[config.mk]
export PLATFORM = sky130hd
export DESIGN_NAME = emg_iir_sched
export DESIGN_NICKNAME = d
export VERILOG_FILES = /design/src/rtl/emg_sched_pkg.sv /design/src/rtl/emg_fp_mac.sv /design/src/rtl/emg_iir_sched.sv
export SDC_FILE = /design/constraint.sdc
export NUM_CORES = 2
export LEC_CHECK = 0
export ABC_AREA = 1
export CAP_MARGIN = 20
export CORE_UTILIZATION = 36
export CTS_CLUSTER_SIZE = 10
export DETAILED_ROUTE_END_ITERATION = 6
export DONT_BUFFER_PORTS = 1
export HOLD_SLACK_MARGIN = 0.12
export PLACE_DENSITY = 0.59
export SETUP_SLACK_MARGIN = 0.4
export SKIP_LAST_GASP = 1
export SLEW_MARGIN = 15
export SYNTH_ARGS = -nofsm -noshare
export SYNTH_HDL_FRONTEND = slang
export SYNTH_HIERARCHICAL = 1
export SYNTH_SLANG_ARGS = --single-unit
[constraint.sdc]
create_clock -name clk -period 23.8 [get_ports clk]
set_input_delay 7.14 -clock clk [delete_from_list [all_inputs] [get_ports clk]]
set_output_delay 7.14 -clock clk [all_outputs]
set_load 0.05 [all_outputs]
[src/rtl/emg_sched_pkg.sv]
// rtl/emg_sched_pkg.sv - shared types, constants and helpers for the EMG IIR scheduler
// Purpose: FSM state enum, coefficient indices, FP constants, leading-one and
//          unsigned-to-float helpers used by emg_iir_sched and emg_fp_mac.
// Ports:   none (package).
package emg_sched_pkg;

  typedef enum logic [1:0] {IDLE, MAC, WB} state_t;

  localparam logic [2:0]  B1      = 3'd0;
  localparam logic [2:0]  B2      = 3'd1;
  localparam logic [2:0]  A1      = 3'd2;
  localparam logic [2:0]  A2      = 3'd3;
  localparam logic [2:0]  A3      = 3'd4;
  localparam logic [31:0] FP_ZERO = 32'h0000_0000;
  localparam int          NTERM   = 5;

  // Index of the highest set bit (0 when v is zero).
  function automatic logic [4:0] msb_pos(input logic [31:0] v);
    msb_pos = 5'd0;
    for (int i = 0; i < 32; i++)
      if (v[i]) msb_pos = 5'(i);
  endfunction

  // Unsigned 32-bit integer to single precision, round-to-nearest-even.
  function automatic logic [31:0] u32_to_fp(input logic [31:0] u);
    logic [4:0]  p;
    logic [30:0] n;
    logic [31:0] r;
    if (u == 32'd0) return FP_ZERO;
    p = msb_pos(u);
    // Left-justify so the implicit one falls off the top; bits below 8 round.
    n = 31'(u << (5'd31 - p));
    r = {1'b0, 8'(8'd127 + {3'b000, p}), n[30:8]};
    // Mantissa carry-out simply bumps the exponent field.
    if (n[7] && ((|n[6:0]) || n[8])) r = r + 32'd1;
    return r;
  endfunction

endpackage

[src/rtl/emg_fp_mac.sv]
// rtl/emg_fp_mac.sv - combinational single-precision multiply-accumulate
// Purpose: out = acc + a*b using one fp multiply and one fp add, each RNE.
//          Subnormals flush to zero; overflow saturates to infinity.
// Ports:   acc, a, b - IEEE-754 single operands; out - IEEE-754 single result.
module emg_fp_mac (
  input  logic [31:0] acc,
  input  logic [31:0] a,
  input  logic [31:0] b,
  output logic [31:0] out
);
  import emg_sched_pkg::*;

  function automatic logic [31:0] fp_mul(input logic [31:0] x, input logic [31:0] y);
    logic              s, g, st;
    logic [47:0]       pr;
    logic signed [9:0] e;
    logic [22:0]       m;
    logic [31:0]       r;
    s = x[31] ^ y[31];
    if (x[30:23] == 8'd0 || y[30:23] == 8'd0) return {s, 31'd0};
    pr = 48'({1'b1, x[22:0]}) * 48'({1'b1, y[22:0]});
    e  = $signed({2'b00, x[30:23]}) + $signed({2'b00, y[30:23]}) - 10'sd127;
    if (pr[47]) begin
      m = pr[46:24]; g = pr[23]; st = |pr[22:0]; e = e + 10'sd1;
    end else begin
      m = pr[45:23]; g = pr[22]; st = |pr[21:0];
    end
    if (e <= 10'sd0) return {s, 31'd0};
    r = {e[8:0], m};
    if (g && (st || m[0])) r = r + 32'd1;
    if (r[31:23] >= 9'd255) return {s, 8'hFF, 23'd0};
    return {s, r[30:0]};
  endfunction

  function automatic logic [31:0] fp_add(input logic [31:0] x, input logic [31:0] y);
    logic [31:0]       big, sml, r;
    logic [7:0]        d;
    logic [26:0]       mb, ms, al, n;
    logic [53:0]       ext;
    logic [27:0]       s;
    logic [4:0]        p;
    logic signed [9:0] e;
    // Order by magnitude so the subtraction below never goes negative.
    if (x[30:0] >= y[30:0]) begin big = x; sml = y; end
    else begin big = y; sml = x; end
    if (big[30:23] == 8'd0) return FP_ZERO;
    // Three extra low bits give guard/round/sticky after alignment.
    mb = {1'b1, big[22:0], 3'b000};
    ms = (sml[30:23] == 8'd0) ? 27'd0 : {1'b1, sml[22:0], 3'b000};
    d  = big[30:23] - sml[30:23];
    if (d > 8'd27) al = {26'd0, |ms};
    else begin
      ext = {ms, 27'd0} >> d;
      al  = ext[53:27] | {26'd0, |ext[26:0]};
    end
    s = (big[31] == sml[31]) ? ({1'b0, mb} + {1'b0, al}) : ({1'b0, mb} - {1'b0, al});
    if (s == 28'd0) return FP_ZERO;
    p = msb_pos({4'd0, s});
    n = 27'(s << (5'd27 - p));
    e = $signed({2'b00, big[30:23]}) + $signed({5'd0, p}) - 10'sd26;
    if (e <= 10'sd0) return {big[31], 31'd0};
    r = {e[8:0], n[26:4]};
    if (n[3] && ((|n[2:0]) || n[4])) r = r + 32'd1;
    if (r[31:23] >= 9'd255) return {big[31], 8'hFF, 23'd0};
    return {big[31], r[30:0]};
  endfunction

  always_comb out = fp_add(acc, fp_mul(a, b));

endmodule

[src/rtl/emg_iir_sched.sv]
// rtl/emg_iir_sched.sv - shared-MAC scheduler updating NCH EMG IIR filters
// Purpose: on start, runs y = b1*x1 + b2*x2 - a1*y1 - a2*y2 - a3*y3 for every
//          channel through one fp MAC, 5 MAC cycles + 1 write-back per channel.
// Ports:   clk, reset_n (async, active-low); start; spike_cnt (NCH x u32);
//          coef_we/coef_sel/coef_data (shadow coefficient write);
//          busy, done (1-cycle pulse), emg_out (NCH x float32).
module emg_iir_sched #(
  parameter int NCH = 4
) (
  input  logic              clk,
  input  logic              reset_n,
  input  logic              start,
  input  logic [NCH*32-1:0] spike_cnt,
  input  logic              coef_we,
  input  logic [2:0]        coef_sel,
  input  logic [31:0]       coef_data,
  output logic              busy,
  output logic              done,
  output logic [NCH*32-1:0] emg_out
);
  import emg_sched_pkg::*;

  localparam int            CW      = (NCH > 1) ? $clog2(NCH) : 1;
  localparam logic [CW-1:0] CH_LAST = CW'(NCH - 1);
  localparam logic [2:0]    K_LAST  = 3'(NTERM - 1);

  state_t        state;
  logic [CW-1:0] ch;
  logic [2:0]    k;
  logic [31:0]   acc, coef_k, hist_k, mac_out;
  logic [31:0]   coef_sh  [NTERM];
  logic [31:0]   coef_act [NTERM];
  logic [31:0]   x_cur [NCH];
  logic [31:0]   x1 [NCH];
  logic [31:0]   x2 [NCH];
  logic [31:0]   y1 [NCH];
  logic [31:0]   y2 [NCH];
  logic [31:0]   y3 [NCH];

  // Term selection; feedback coefficients enter with their sign bit flipped.
  always_comb begin
    coef_k = FP_ZERO;
    hist_k = FP_ZERO;
    case (k)
      3'd0: begin coef_k = coef_act[B1]; hist_k = x1[ch]; end
      3'd1: begin coef_k = coef_act[B2]; hist_k = x2[ch]; end
      3'd2: begin coef_k = {~coef_act[A1][31], coef_act[A1][30:0]}; hist_k = y1[ch]; end
      3'd3: begin coef_k = {~coef_act[A2][31], coef_act[A2][30:0]}; hist_k = y2[ch]; end
      3'd4: begin coef_k = {~coef_act[A3][31], coef_act[A3][30:0]}; hist_k = y3[ch]; end
      default: ;
    endcase
  end

  emg_fp_mac u_mac (
    .acc (acc),
    .a   (coef_k),
    .b   (hist_k),
    .out (mac_out)
  );

  always_ff @(posedge clk or negedge reset_n) begin
    if (!reset_n) begin
      state   <= IDLE;
      busy    <= 1'b0;
      done    <= 1'b0;
      ch      <= '0;
      k       <= '0;
      acc     <= FP_ZERO;
      emg_out <= '0;
      for (int i = 0; i < NTERM; i++) begin
        coef_sh[i]  <= FP_ZERO;
        coef_act[i] <= FP_ZERO;
      end
      for (int c = 0; c < NCH; c++) begin
        x_cur[c] <= FP_ZERO;
        x1[c]    <= FP_ZERO;
        x2[c]    <= FP_ZERO;
        y1[c]    <= FP_ZERO;
        y2[c]    <= FP_ZERO;
        y3[c]    <= FP_ZERO;
      end
    end else begin
      done <= 1'b0;
      // Shadow writes are accepted in every state; unused indices drop out.
      if (coef_we && coef_sel < 3'(NTERM)) coef_sh[coef_sel] <= coef_data;
      case (state)
        IDLE: begin
          if (start) begin
            // Inputs are captured here so later spike_cnt changes are invisible.
            for (int c = 0; c < NCH; c++) x_cur[c] <= u32_to_fp(spike_cnt[c*32 +: 32]);
            for (int i = 0; i < NTERM; i++) coef_act[i] <= coef_sh[i];
            acc   <= FP_ZERO;
            ch    <= '0;
            k     <= '0;
            busy  <= 1'b1;
            state <= MAC;
          end
        end
        MAC: begin
          acc <= mac_out;
          if (k == K_LAST) state <= WB;
          else             k     <= k + 3'd1;
        end
        WB: begin
          emg_out[int'(ch)*32 +: 32] <= acc;
          y1[ch] <= acc;
          y2[ch] <= y1[ch];
          y3[ch] <= y2[ch];
          x1[ch] <= x_cur[ch];
          x2[ch] <= x1[ch];
          acc    <= FP_ZERO;
          if (ch == CH_LAST) begin
            state <= IDLE;
            busy  <= 1'b0;
            done  <= 1'b1;
          end else begin
            ch    <= ch + 1'b1;
            k     <= '0;
            state <= MAC;
          end
        end
        default: state <= IDLE;
      endcase
    end
  end

endmodule
==> impl_metrics.py <==
metrics = {
    "outcome": {
        "status": "complete, but fails checks",
        "violations": "design-rule violations",
    },
    "synthesis": {
        "ys.flop_type": "dfrtp_1",
        "synth_async_sr_flop_share_pct": 100,
        "synth_compound_area_share_pct": 12.0,
        "synth_seq_area_share_pct": 32.2,
        "synth_xor_xnor_area_share_pct": 1.35,
        "yosys_warnings": 6,
        "ys_seq_elements": 1257,
        "synth_top_family_by_area": "simple AND/OR/NAND/NOR gates",
        "synthAdderAreaFrac_pct": 13.9,
        "synth_edf_count": 0,
        "synth_mux_area_share_pct": 0.0320,
        "syn_nets": 14700,
        "avgSynthCellArea_um2": 7.14,
        "synthesis.instances": 13700,
        "synth_simple_gate_area_share_pct": 30.9,
        "synth_area_mm2": 0.0978,
        "ys_types": 84,
    },
    "flow_run": {
        "cap_violations": 0,
    },
    "critical_path": {
        "r2r_start": "ch[1]",
        "path_class": "flip-flop to flip-flop",
        "crit_path_top_delay_cell": "fa_1",
        "critical_path_required_ns": 24.42,
        "cp_top_family": "simple AND/OR/NAND/NOR gates",
        "cp-end-kind": "flip-flop",
        "critPathMaxStageDelay_ns": 0.57,
        "cpMostUsedCell": "nand2_1",
        "cp-start-kind": "flip-flop",
        "cp_num_buf_inv": 22,
        "cp_data_arrival_time_ns": 22.68,
        "critPathMaxFanout": 50,
        "startpoint": "ch[1]",
    },
    "detailed_routing": {
        "wl_per_cell_um": 19.2,
        "drtIter0Drc": 9011,
        "routed_wl_um": 329000,
        "vias_per_cell": 5.26,
        "firstDrtPassIters": 7,
        "vias": 90200,
        "drc": 3,
        "ant_nets": 0,
    },
    "timing": {
        "setup_tns_ns": 0,
        "period_share_pct": 92.7,
        "fin_crit_ns": 22.06,
        "final_max_slew_viol_count": 0,
        "relSlewSlack_pct": 23.7,
        "tightest_slew_ns": 1.15,
        "setup_viol": 0,
        "clock_skew_ns": 0.0563,
        "hold_viol_final": 0,
        "max_freq_mhz": 45.3,
        "rsz0062_at_grt": "false",
    },
    "grt": {
        "track_usage_pct": 23.6,
        "grt_pass1_vias": 85500,
        "antenna_found_initial": 11,
        "grt_max_degree": 227,
        "overflow": 0,
        "grt_pass1_wl_um": 511000,
    },
    "cells_and_area": {
        "area_delta_synth_final_pct": 10.4,
        "layout_commonest_cell": "nand2_1",
        "final_nets": 14500,
        "layout-drive-gt1-share_pct": 8.64,
        "mostFrequentLayoutCells": "nand2_1 (4659), inv_1 (1582), dfrtp_1 (1255), o21ai_0 (1246), nand3_1 (1227)",
    },
    "place": {
        "globalplace.congestion": 0.983,
        "io_buffers": 0,
        "dp_hpwl_um": 240000,
    },
    "die": {
        "initial_utilization_pct": 36.2,
        "core_area_mm2": 0.271,
        "die_y_um": 523,
        "dieArea_mm2": 0.274,
        "io_pins": 297,
        "die_w_um": 523,
        "rows": 191,
    },
    "worst_hold_path": {
        "hold_path.startpoint": "coef_sh[125]",
        "hp-class": "flip-flop to flip-flop",
    },
    "clock_tree": {
        "h-tree-depth": 4,
        "hold_buffers": 0,
        "numCtsBuffers": 151,
        "cts_tree": "yes",
        "cts.path.max_buffers": 3,
        "cts_root_buf": "clkbuf_16",
        "clock_latency_ns": 0.84,
        "cts.sinks": 1257,
        "clk_pin_slew_ns": 0.07,
    },
}
cell usage after synthesis, types with 9 or more instances:
| cell | number | share of area, % |
|---|---|---|
| xnor2_1 | 35 | 0.31 |
| buf_4 | 15 | 0.12 |
| nand2_4 | 17 | 0.20 |
| nand3_1 | 1234 | 6.3 |
| nor2_2 | 63 | 0.40 |
| o21ai_1 | 70 | 0.36 |
| nand2_1 | 4701 | 18 |
| clkbuf_1 | 556 | 2.1 |
| nor3_1 | 44 | 0.23 |
| a21oi_1 | 422 | 2.2 |
| nor4_1 | 58 | 0.37 |
| inv_1 | 1586 | 6.1 |
| o21ai_2 | 13 | 0.12 |
| ha_1 | 307 | 3.9 |
| clkbuf_4 | 11 | 0.084 |
| a221oi_1 | 96 | 0.86 |
| buf_6 | 30 | 0.35 |
| dfrtp_1 | 1257 | 32 |
| o211ai_1 | 16 | 0.12 |
| nand3_2 | 52 | 0.53 |
| o21ai_0 | 1273 | 6.5 |
| and2_1 | 9 | 0.058 |
| nor2_1 | 512 | 2.0 |
| buf_2 | 70 | 0.36 |
| xor2_1 | 92 | 0.82 |
| fa_1 | 486 | 9.9 |
| a32o_1 | 101 | 1.0 |
| o31ai_1 | 10 | 0.077 |
| nor2_4 | 61 | 0.70 |
| inv_2 | 69 | 0.26 |
| or2_2 | 12 | 0.077 |
| o21bai_1 | 21 | 0.16 |
| buf_1 | 29 | 0.11 |
| nand2_2 | 105 | 0.67 |
| nand3b_1 | 12 | 0.092 |
| nand4_1 | 129 | 0.82 |
per-layer routing:
| layer | part of all wire (%) | wire [um] | up-vias | track usage [%] |
|---|---|---|---|---|
| met5 | 0.0097 | 32 | - | 0 |
| met4 | 1.8 | 5960 | 4 | 4.51 |
| li1 | - | - | 43400 | - |
| met2 | 44 | 146000 | 2894 | 36.7 |
| met1 | 47 | 154000 | 43600 | 34.8 |
| met3 | 7.0 | 23100 | 337 | 3.35 |
through the flow:
step	hold WS (ns)	cells	util, %	area (um2)	setup slack (ns)
floorplan	0.442	13700	-	97800	2.41
global placement	0.449	16900	37.7	102000	0.767
detailed placement	0.450	16900	37.7	102000	0.631
CTS	0.449	17100	39.4	106000	0.492
global route	0.470	17200	39.9	108000	0.344
finish	0.456	17200	39.9	108000	1.74
cell families (layout without fill, tap and decap cells):
kind of cell    after synthesis  after routing
simple gates               7046           7047
xor+xnor                    138            138
buf+inv                    2386           2255
other cells                   0              6
flops                      1257           1257
compound gates             2085           2089
mux                           3              3
fa+ha+maj                   793            793
worst reg2reg max path, delay by kind of cell (launching register included):
family / cells / cell delay [ns]
buf+inv: 22 / 2.72
xor+xnor: 6 / 1.28
flops: 1 / 0.55
fa+ha+maj: 14 / 5.68
simple gates: 60 / 7.14
compound gates: 27 / 4.47
cell type report:
cell class | count | area, um2
Tap cell | 3570 | 4470
Timing Repair inverter | 2 | 27.5
Timing Repair Buffer | 383 | 3420
Clock inverter | 24 | 374
Multi-Input combinational cell | 10100 | 57900
Inverter | 1664 | 6320
Antenna cell | 6 | 15.0
Sequential cell | 1257 | 31500
Clock buffer | 182 | 4060
Fill cell | 28500 | 162000
sequential cells by signal, indices dropped and copies added, names as in the netlist, 2 cells and up:
signal / flops
x2: 128
y3: 128
emg_out: 128
y2: 128
acc: 32
k: 3
state: 2
coef_sh: 160
x_cur: 128
x1: 128
coef_act: 160
y1: 128
ch: 2
worst paths after layout:
path / to / slack (ns) / cells after the start
max: acc[20] / 1.74 / 129
min in group asynchronous: coef_act[21] / 6.29 / 1
max reg2reg: acc[20] / 1.74 / 129
min: coef_act[125] / 0.46 / 2
max in group asynchronous: y2[32] / 13.65 / 5
min reg2reg: coef_act[125] / 0.46 / 2
timing repair:
action                                  4_1_cts  5_1_grt
endpoints found under the setup margin        0       31
resized for setup                             0      168
setup buffers                                 0       48
Power is left out: the tool's default activity adds up to more than one toggle a clock period on the data nets, which glitch-free logic cannot reach.
